`config.mk`:
```
export PLATFORM = sky130hd
export DESIGN_NAME = score_arbiter
export DESIGN_NICKNAME = d
export VERILOG_FILES = /design/src/rtl/score_arbiter.sv
export SDC_FILE = /design/constraint.sdc
export NUM_CORES = 1
export LEC_CHECK = 0
export ABC_CLOCK_PERIOD_IN_PS = 3100
export CAP_MARGIN = 10
export CORE_AREA = 4 4 56 83
export DETAILED_ROUTE_END_ITERATION = 10
export DIE_AREA = 0 0 60 87
export PLACE_DENSITY_LB_ADDON = 0.25
export SLEW_MARGIN = 20
export SYNTH_ARGS = -nofsm -noshare
export SYNTH_HDL_FRONTEND = slang
export SYNTH_SLANG_ARGS = --single-unit
```
`constraint.sdc`:
```
create_clock -name clk -period 3.1 [get_ports clk]
set_clock_uncertainty 0.2 [all_clocks]
set_input_delay 0.62 -clock clk [delete_from_list [all_inputs] [get_ports clk]]
set_output_delay 0.62 -clock clk [all_outputs]
set_load 0.005 [all_outputs]
```
`src/rtl/score_arbiter.sv`:
```
// Round-robin arbiter that funnels N requesters onto one inc/dec/erase command path.
// Erase requests win over inc/dec, and every issued command is followed by GAP idle cycles.
module score_arbiter #(
    parameter int N   = 4,
    parameter int GAP = 1,
    parameter int IW  = $clog2(N)
) (
    input  logic           clk,
    input  logic           rst,
    input  logic [N-1:0]   req,
    input  logic [2*N-1:0] op,
    output logic [N-1:0]   ack,
    output logic           inc_o,
    output logic           dec_o,
    output logic           erase_o,
    output logic [IW-1:0]  grant_id,
    output logic           busy
);

    localparam logic [1:0] S_IDLE  = 2'd0;
    localparam logic [1:0] S_ISSUE = 2'd1;
    localparam logic [1:0] S_GAP   = 2'd2;

    localparam int            CW       = (GAP > 1) ? $clog2(GAP) : 1;
    localparam logic [IW:0]   N_W      = (IW+1)'(N);
    localparam logic [IW-1:0] LAST     = IW'(N - 1);
    localparam logic [CW-1:0] GAP_LOAD = CW'(GAP - 1);

    logic [1:0]    state_q, state_d;
    logic [IW-1:0] ptr_q, ptr_d;
    logic [CW-1:0] gap_cnt_q, gap_cnt_d;
    logic [IW-1:0] grant_id_q, grant_id_d;
    logic [N-1:0]  ack_q, ack_d;
    logic          inc_q, inc_d;
    logic          dec_q, dec_d;
    logic          erase_q, erase_d;
    logic          busy_q, busy_d;

    logic [N-1:0]  valid;
    logic [N-1:0]  is_erase;
    logic [N-1:0]  cand;
    logic          found;
    logic [IW-1:0] win;
    logic [IW:0]   sum;
    logic [1:0]    win_op;

    generate
        for (genvar gi = 0; gi < N; gi++) begin : g_req
            assign valid[gi]    = req[gi] & (op[2*gi +: 2] != 2'b00);
            assign is_erase[gi] = req[gi] & (op[2*gi +: 2] == 2'b11);
        end
    endgenerate

    // Any pending erase masks out every inc/dec requester for this round.
    assign cand = (|is_erase) ? is_erase : valid;

    always_comb begin
        found = 1'b0;
        win   = '0;
        sum   = '0;
        for (int k = 0; k < N; k++) begin
            sum = {1'b0, ptr_q} + (IW+1)'(k);
            if (sum >= N_W) begin
                sum = sum - N_W;
            end
            if (!found && cand[sum[IW-1:0]]) begin
                found = 1'b1;
                win   = sum[IW-1:0];
            end
        end
    end

    assign win_op = op[{win, 1'b0} +: 2];

    always_comb begin
        state_d    = state_q;
        ptr_d      = ptr_q;
        gap_cnt_d  = gap_cnt_q;
        grant_id_d = grant_id_q;
        ack_d      = '0;
        inc_d      = 1'b0;
        dec_d      = 1'b0;
        erase_d    = 1'b0;
        case (state_q)
            S_IDLE: begin
                // Command outputs are loaded here so they are visible during ISSUE.
                if (found) begin
                    state_d      = S_ISSUE;
                    grant_id_d   = win;
                    ack_d[win]   = 1'b1;
                    inc_d        = (win_op == 2'b01);
                    dec_d        = (win_op == 2'b10);
                    erase_d      = (win_op == 2'b11);
                end
            end
            S_ISSUE: begin
                ptr_d     = (grant_id_q == LAST) ? '0 : grant_id_q + IW'(1);
                gap_cnt_d = GAP_LOAD;
                state_d   = S_GAP;
            end
            S_GAP: begin
                if (gap_cnt_q == '0) begin
                    state_d = S_IDLE;
                end else begin
                    gap_cnt_d = gap_cnt_q - CW'(1);
                end
            end
            default: begin
                state_d = S_IDLE;
            end
        endcase
        busy_d = (state_d != S_IDLE);
    end

    always_ff @(posedge clk) begin
        if (rst) begin
            state_q    <= S_IDLE;
            ptr_q      <= '0;
            gap_cnt_q  <= '0;
            grant_id_q <= '0;
            ack_q      <= '0;
            inc_q      <= 1'b0;
            dec_q      <= 1'b0;
            erase_q    <= 1'b0;
            busy_q     <= 1'b0;
        end else begin
            state_q    <= state_d;
            ptr_q      <= ptr_d;
            gap_cnt_q  <= gap_cnt_d;
            grant_id_q <= grant_id_d;
            ack_q      <= ack_d;
            inc_q      <= inc_d;
            dec_q      <= dec_d;
            erase_q    <= erase_d;
            busy_q     <= busy_d;
        end
    end

    assign ack      = ack_q;
    assign inc_o    = inc_q;
    assign dec_o    = dec_q;
    assign erase_o  = erase_q;
    assign grant_id = grant_id_q;
    assign busy     = busy_q;

endmodule

```
---- Word-level counts from Yosys, hierarchy flattened ----
Cells that the tools add are included.
storage, ports and cells
  bits in registers ....................... 15
  input bits .............................. 14
  output and inout port bits .............. 10
  logic and storage cells ................. 95
cells by class
  add/sub/neg operators ................... 9
  $lt $le $gt $ge ......................... 10
  eq/ne operators ......................... 10
  shifts and indexed selects .............. 1
  mux-type cells .......................... 29
  bitwise logic cells ..................... 10
  reduce and logical (&&, ||, !) cells .... 17
operator list
  kind                                                 count
  two-way mux 2 bit                                    11
  equality test 2 bit, second input constant           8
  < comparator 2 x 3 -> 1 bit, second input constant   5
  nonzero test 2 bit                                   6
  two-way mux 1 bit                                    10
  >= comparator 3 bit, second input constant           3
  AND 1 bit                                            8
  binary-select mux 1 bit (select 2 bit)               4
  indexed part select 8 x 4 -> 2 bit                   1
  subtractor 2 x 1 -> 2 bit, second input constant     4
  adder 2 x 2 -> 3 bit, second input constant          2
  case mux 2 bit (3 select lines)                      1
  equality test 2 x 1 -> 1 bit, second input constant  2
  logical AND 1 bit                                    4
  two-way mux 4 bit                                    1
  OR reduction 4 bit                                   1
  adder 2 x 1 -> 3 bit, second input constant          1
  >= comparator 2 x 3 -> 1 bit, second input constant  1
  logical NOT 1 bit                                    3
  OR reduction 3 bit                                   1
  adder 2 x 1 -> 2 bit, second input constant          1
  demux 1 bit (select 2 bit)                           1
  >= comparator 2 x 1 -> 1 bit, second input constant  1
  logical NOT 2 bit                                    1
  4 further kinds                                      5

---- Longest topological paths before layout ----
Gate-level depths: netlist of run 1.
  word-level depth ........................ 20
  depth in mapped cells ................... 10
  gate-level depth less buffers ........... 8

---- Worst setup path after synthesis of run 1 ----
No wires, ideal clock.
  kind .................................... input port to flip-flop
  start ................................... input req[3]
  end ..................................... register inc_q, in the netlist inc_o
  setup time .............................. 0.073 ns
  data arrival time ....................... 2.627 ns
  data required time ...................... 2.827 ns
  slack ................................... 0.201 ns
  stages on the path ...................... 10
  buffers on the path ..................... 2
  cells stage by stage .................... and3_1 > buf_6 > or4b_4 > a211o_1 > nand3_1 > a221oi_2 > o22ai_2 > buf_6 > mux2_4 > o22ai_2
on the way
  longest elaborated chain between the ends .. 17
  elaborated cells on any way between the ends .. 30
RTL lines
  element                                                             RTL line  RTL
  start, declared                                                     10        input logic [N-1:0] req,
  AND 1 bit                                                           50        assign is_erase[gi] = req[gi] & (op[2*gi +: 2] == 2'b11);
  OR reduction 4 bit                                                  55        assign cand = (|is_erase) ? is_erase : valid;
  two-way mux 4 bit (*)                                               55
  binary-select mux 1 bit (select 2 bit)                              66        if (!found && cand[sum[IW-1:0]]) begin
  two-way mux 1 bit (not written as such)                             66
  two-way mux 1 bit                                                   66
  logical NOT 1 bit                                                   66
  logical AND 1 bit                                                   66
  two-way mux 1 bit                                                   66
  logical NOT 1 bit                                                   66
  logical AND 1 bit                                                   66
  two-way mux 1 bit                                                   66
  logical NOT 1 bit                                                   66
  logical AND 1 bit                                                   66
  two-way mux 2 bit or two-way mux 1 bit (tied branches)              66
  indexed part select 8 x 4 -> 2 bit or NOT 1 bit (tied branches)     n/a
  equality test 2 x 1 -> 1 bit or OR reduction 3 bit (tied branches)  n/a
  end signal, assigned                                                132       inc_q <= inc_d;
  end, declared                                                       34        logic inc_q, inc_d;
Every way passes the cells marked *; elsewhere a longest branch is shown, timed or not. The select of a mux whose other input is x is not followed.
A chain may end at the register's enable or synchronous reset.

---- Final worst setup path of run 1 ----
  start ................................... input req[3]
  end ..................................... register erase_q, in the netlist erase_o
on the way
  longest elaborated chain between the ends .. 17
  elaborated cells on any way between the ends .. 30
RTL lines
  element                                                          RTL line  RTL
  AND 1 bit                                                        50
  OR reduction 4 bit                                               55
  two-way mux 4 bit (*)                                            55
  binary-select mux 1 bit (select 2 bit)                           66
  two-way mux 1 bit (not written as such)                          66
  two-way mux 1 bit                                                66
  logical NOT 1 bit                                                66
  logical AND 1 bit                                                66
  two-way mux 1 bit                                                66
  logical NOT 1 bit                                                66
  logical AND 1 bit                                                66
  two-way mux 1 bit                                                66
  logical NOT 1 bit                                                66
  logical AND 1 bit                                                66
  two-way mux 2 bit or two-way mux 1 bit (tied branches)           66
  indexed part select 8 x 4 -> 2 bit or NOT 1 bit (tied branches)  n/a
  equality test 2 bit or OR reduction 3 bit (tied branches)        n/a
  end signal, assigned                                             134       erase_q <= erase_d;
  end, declared                                                    36        logic erase_q, erase_d;
Marked as above.

==> results of run 1 <==
-- state kept, by name, indices dropped and copies added, names as in the netlist --
name      count
ack           4
grant_id      2
ptr_q         2
state_q       2
busy          1
dec_o         1
erase_o       1
inc_o         1
-- power groups by stage --
stage,sequential (mW),combinational (mW),clock [mW]
final,0.256,0.574,0.172
after global routing,0.261,0.618,0.188
after CTS,0.255,0.538,0.180
after detailed placement,0.258,0.496,0
after global placement,0.256,0.495,0
after floorplan,0.247,0.306,0
-- logic make-up after synthesis --
group           Yosys count  synth area share
mux                       8           0.08134
simple gates             58            0.2614
compound gates           44            0.3503
flops                    14            0.2430
buf+inv                   9           0.05314
fa+ha+maj                 1           0.01084
-- Yosys cell counts, types with 2 or more instances --
| library cell | n | area share |
|---|---|---|
| nand4_1 | 2 | 0.011 |
| nor2_1 | 13 | 0.042 |
| a31oi_1 | 2 | 0.011 |
| or2_1 | 2 | 0.011 |
| nand2_1 | 16 | 0.052 |
| o21ai_0 | 5 | 0.022 |
| o2bb2ai_1 | 2 | 0.015 |
| o22ai_2 | 3 | 0.033 |
| o41ai_1 | 2 | 0.015 |
| inv_1 | 2 | 0.0065 |
| mux2_4 | 2 | 0.026 |
| o41ai_2 | 2 | 0.028 |
| and3_1 | 6 | 0.033 |
| mux2i_1 | 3 | 0.026 |
| o22ai_1 | 2 | 0.011 |
| nand3_1 | 4 | 0.017 |
| nor2b_1 | 6 | 0.033 |
| nand2b_1 | 2 | 0.011 |
| o21a_1 | 2 | 0.013 |
| mux2_2 | 2 | 0.020 |
| a21oi_1 | 7 | 0.030 |
| o211ai_1 | 2 | 0.013 |
| buf_6 | 3 | 0.029 |
| dfxtp_1 | 14 | 0.24 |
-- cells in the final DEF (no fill, tap or decap), drive strengths merged, types with 2 or more instances in the layout --
cell type       n
nand2          16
dfxtp          14
a211oi          2
dlygate4sd2     9
a2111oi         2
o2bb2ai         2
inv             2
a31oi           3
o21ai           7
o41ai           5
clkbuf          4
clkdlybuf4s50  11
nand3           4
dlymetal6s2s    3
o22ai           5
nor2b           6
o211ai          2
mux2i           3
a21oi           7
o21a            2
nand4           2
buf            34
or3             2
and3            6
nand2b          2
nor2           14
or2             3
mux2            5
-- worst paths after layout --
path | endpoint | from | slack, ns
max | erase_o | req[3] | 0.06
min | grant_id[1] | grant_id[1] | 0.28
max reg2reg | inc_o | ptr_q[0] | 0.38
min reg2reg | grant_id[1] | grant_id[1] | 0.28
-- timing repair --
item,4_1_cts,5_1_grt
setup buffers,1,4
setup endpoints to repair,9,9
pin swaps,12,13
gates cloned,0,0
resized for setup,34,8
-- layer usage --
metal / vias up / routed length, um / share of wire / GRT usage
li1: 619 / - / - / -
met1: 599 / 1383 / 0.39 / 0.1406
met3: 6 / 111 / 0.031 / 0.02819
met5: - / 0 / 0 / 0
met2: 19 / 1996 / 0.56 / 0.2628
met4: 0 / 82 / 0.023 / 0.04637
-- cell type report --
cell class	instances	share of cell area
well taps	45	0.03061
multi-input cells	111	0.4993
clock buffers	4	0.02993
flip-flops and latches	14	0.1531
inverters	2	0.004082
repair buffers	57	0.2830
-- per-stage QoR --
step / hold WS, ns / power, mW / setup slack (ns) / setup TNS (ns) / instance area [um2]
after global placement: 0.2684 / 0.7513 / -0.4096 / -3.518 / 1617
after CTS: 0.2864 / 0.9729 / 0.0005249 / 0 / 1779
final: 0.2838 / 1.002 / 0.06424 / 0 / 1839
after global routing: 0.3189 / 1.067 / -0.06440 / -0.1251 / 1839
after floorplan: 0.2689 / 0.5527 / 0.2008 / 0 / 1154
after detailed placement: 0.2777 / 0.7544 / -0.4620 / -3.748 / 1617
-- worst register-to-register path: cells and delay by family (launching register included) --
family / cells / cell delay [ns]
AOI/OAI and AO/OA: 5 / 1.00
DFF: 1 / 0.50
and+or+nand+nor: 3 / 0.96
==> impl_results.md, run 1 <==
- CTS sink count: 14
- Yosys cell types: 52
- Clock latency on the worst-skew pair: 0.24 ns
- Core Area: between 3000 and 4000 um2
- Status: complete, no violations
- Die area: 5220 um2
- Mapped Area: 1154 um2
- Global-route wire length before repair: 5582 um
- Post-Syn Instances: 134
- Overflow left after global routing: 0
- # nets final: 204
- Input/output buffers: 23
- Post-route DRC: 0
- Switching power: about 0.36 mW
- Final hold vios: 0
- Boundary Pins: 24
- Vias in the first global route: roughly 1.3k
- Fillcell total: 398
- Multi-input gate area: approximately 900 um2
- CP required: 3.07 ns
- Most numerous cell on the critical path: o22ai_2
- Mean Syn Cell Area: around 8.6 um2
- Routed vias/inst: 5.335
- Antenna violations before repair: 0
- Post-layout utilization of the core: 0.4688
- Flops & latches, synth: 14
- Num CTS Buffers: 3
- Async SR Flop Fraction: 0
- H-tree Lvls: 1
- P&R area growth vs syn: 59.44%
- Slew headroom: 0.7300
- Worst-case clock buffer depth: 2
- Crit share post-route: 0.9793
- Die H: 87 um
- Critical path arrival: 3.01 ns
- Largest net degree at the start of global routing: 15
- Final min period: 3.036 ns
- Critical path's top delay family: compound AO/OA/AOI/OAI gates
- Width of the chip: 60 um
- Cell Int Power: 0.6464 mW
- Worst Max-Slew Pin Slew: 0.4006 ns
- ANT cells: 0
- Synth Net Count: between 100 and 150
- Crit-path max FO: 6
- # rows: 28
- Final non-filler cell total: about 230
- Final WL: about 3600 um
- Root Driver: clkbuf_8
- CTS tree: built
- Setup violations, final: 0
- CP endpoint kind: flip-flop
- Pwr Density: 545.0 nW/um2
- DRT iter0 DRCs: 32
- Max-Cap Viols: 0
- Register area share after synthesis: 0.2430
- Clock share of power: 0.172
- Average wire per standard cell: 15.34 um
- Crit Path Category: primary input to flip-flop
- Max stage delay on crit path: 0.37 ns
- Sequential standard cell area: 281.5 um2
- CTS Hold Buffers Added: 0
- CP bufs+invs: 3
- Logic pwr share: 0.573
- Crit-path cells: dlygate4sd2_1, and3_4, buf_12, o41ai_4, nand3_1, o22ai_1, a31oi_1, o22ai_2, buf_4, mux2_2, o22ai_2
- Antenna-violating nets left: 0
- Starting density of the core: 0.2940
- Worst Hold Depth: 2
- Total stage count of the critical path: 11
- GRT Total Usage: 0.1373
- CTS clk-pin slew, worst paths: 0.05 ns
- Startpoint class of the critical path: primary input
- Drt first pass iters: 4
- Leakage: 0.7506 nW
- Max-slew violation count: 0
- EDFF count, synth: 0
- Via count: 1243
- Sw Share: 0.3552
- Layout cells sized above 1: 0.3723
- Worst min-delay path class: flip-flop to flip-flop
- HPWL Detailed: between 2000 and 3000 um
- CP max stage cell: o41ai_4
- Worst R2R Path Depth: 8
- Peak Freq: 329.4 MHz
- Worst IR Drop VDD: 0.3823 mV
- Placed Cells: around 220
- Gpl congestion: 0.8245
- Seq pwr share: 0.256
- Yosys warns: 0
- Synth Flop Type: dfxtp_1
Power figures use the tool's default switching activity.
==> run 2: changes to the inputs <==
--- a/config.mk
+++ b/config.mk
@@ -11,6 +11,7 @@
 export DETAILED_ROUTE_END_ITERATION = 10
 export DIE_AREA = 0 0 60 87
 export PLACE_DENSITY_LB_ADDON = 0.25
+export SKIP_CTS_REPAIR_TIMING = 1
 export SLEW_MARGIN = 20
 export SYNTH_ARGS = -nofsm -noshare
 export SYNTH_HDL_FRONTEND = slang
==> run 2 against run 1 <==
- via count decreased by 0.16%
- combinational power decreased by 1%
- sequential share of layout area about the same
- fmax increased by 0.36%
- clock power about the same
- highest routed layer unchanged
- first-iteration DRC count decreased by 6.3%
- total power decreased by 0.47%
- register-to-register slack got worse by 0.06 ns
- utilization increased by 0.096 points
- critical path depth decreased by 2
- cell area increased by 0.20%
- sequential power about the same
- largest power group unchanged
==> impl_results.md, run 2 (synthesis gave the netlist of run 1 again) <==
- Max FFs per register: 4 (unchanged)
- # nets final: 201 (-1.5%)
- FF-to-FF Start: ptr_q[0]
- Worst Setup SP: req[3]
- Core Area: 3924 um2 (unchanged)
- Final Power: 0.9977 mW (-0.47%)
- FF-to-FF setup slack: 0.32 ns (-0.06 ns)
- Largest net degree at the start of global routing: 15 (unchanged)
- CP required: 3.07 ns (about the same)
- Starting density of the core: 0.2940 (unchanged)
- Multi-input gate area: 918.4 um2 (unchanged)
- Pwr Density: 541.3 nW/um2 (-0.67%)
- Antenna violations before repair: 0 (unchanged)
- CTS clk-pin slew, worst paths: 0.06 ns (about the same)
- DR WL met2: 2028 um (+1.6%)
- H-tree Lvls: 1 (unchanged)
- Peak Freq: 330.6 MHz (+0.36%)
- Worst-case clock buffer depth: 2 (unchanged)
- Post-Route M1 WL: 1338 um (-3.3%)
- CP endpoint kind: flip-flop
- GRT Total Usage: 0.1290 (-0.008288)
- P&R area growth vs syn: 59.76%
- Via count: 1241 (-0.16%)
- Status: complete, no violations
- CTS sink count: 14 (unchanged)
- Worst R2R End: dec_o
- Clock latency on the worst-skew pair: 0.24 ns (about the same)
- Final WL: 3568 um (-0.17%)
- Post-layout utilization of the core: 0.4697 (+0.0009570)
- RSZ-0062 raised after global routing: false
- Crit-path max FO: 5 (-1)
- Num CTS Buffers: 3 (unchanged)
- Drt first pass iters: 4 (unchanged)
- Sequential standard cell area: 281.5 um2 (unchanged)
- Final WS setup: 0.07522 ns (+0.01098 ns)
- Boundary Pins: 24 (unchanged)
- Crit Path Category: primary input to flip-flop
- Max-slew violation count: 0 (unchanged)
- Worst R2R Path Depth: 8 (unchanged)
- Leakage: 0.8099 nW (+7.9%)
- Average wire per standard cell: 15.51 um (+1.1%)
- Width of the chip: 60 um (unchanged)
- Slew headroom: 0.7407 (+0.01069)
- Vias in the first global route: 1232 (-4.1%)
- Global-route wire length before repair: 5326 um (-4.6%)
- ANT cells: 0 (unchanged)
- Antenna-violating nets left: 0 (unchanged)
- Commonest non-fill, non-tap cell in the layout: buf_4
- Layout cells sized above 1: 0.3676 (-0.004773)
- Worst min-delay path class: flip-flop to flip-flop
- Setup violations, final: 0 (unchanged)
- Top routing layer in use: met4
- Dpl ws: -0.4620 ns (unchanged)
- Overflow left after global routing: 0 (unchanged)
- Most frequent cells in the layout: 25 x buf_4, 16 x nand2_1, 13 x dfxtp_1, 12 x nor2_1, 12 x dlymetal6s2s_1
- Worst IR Drop VDD: 0.3889 mV (+1.7%)
- Wire length on met3: 149 um (+34%)
- Worst Setup EP: dec_o
- # rows: 28 (unchanged)
- Root Driver: clkbuf_8
- Input/output buffers: 23 (unchanged)
- Die H: 87 um (unchanged)
- Crit share post-route: 0.9757 (-0.003542)
- Post-route DRC: 0 (unchanged)
- DRT iter0 DRCs: 30 (-6.3%)
- HPWL Detailed: 2675 um (unchanged)
- Gpl congestion: 0.8245 (unchanged)
- Worst Hold Depth: 2 (unchanged)
- Max-Cap Viols: 0 (unchanged)
- Final hold vios: 0 (unchanged)
- Critical path arrival: 3.00 ns (about the same)
- Die area: 5220 um2 (unchanged)
- CTS tree: built
- Fillcell total: 393 (-1.3%)
- Routed vias/inst: 5.396 (+1.1%)
- Worst Max-Slew Pin Slew: 0.3848 ns (-0.01586 ns)
- Startpoint class of the critical path: primary input
- Final min period: 3.025 ns (-0.01098 ns)
## run 2: worst min-delay path by stage
stage,startpoint,to
after floorplan,grant_id[1],grant_id[1]
after global placement,grant_id[1],grant_id[1]
after detailed placement,grant_id[1],grant_id[1]
after CTS,grant_id[1],grant_id[1]
after global routing,grant_id[1],grant_id[1]
final,grant_id[1],grant_id[1]
## run 2: where the power goes
part,switching [mW],leakage (nW),internal (mW)
logic,0.261,0.666,0.307
registers,0.0342,0.115,0.222
clock network,0.0610,0.0288,0.112
## run 2: per-layer routing
metal	up-vias	track usage
met1	593	0.1342
met2	29	0.2470
met5	-	0
met4	0	0.03629
met3	6	0.02819
li1	613	-
## run 2: worst max-delay path: stages
cell and delay, ns:
dlymetal6s2s_1 0.16, and3_4 0.21, or4b_4 0.52, a211oi_4 0.30, o21ai_0 0.15, o211ai_1 0.31, a31oi_4 0.08, or3_4 0.45
o22ai_2 0.18
## run 2: layout make-up
class / count / share of cell area
Tap cell: 45 / 0.03055
Timing Repair Buffer: 54 / 0.2845
Sequential cell: 14 / 0.1527
Inverter: 2 / 0.004073
Multi-Input combinational cell: 111 / 0.4983
Clock buffer: 4 / 0.02987
## run 2: metrics by stage
step,setup TNS (ns),cells,hold WS (ns),instance area [um2]
finish,0,230,0.2823,1843
CTS,-1.086,228,0.2864,1672
global placement,-3.518,224,0.2684,1617
detailed placement,-3.748,224,0.2777,1617
global route,0,230,0.3189,1843
floorplan,0,134,0.2689,1154
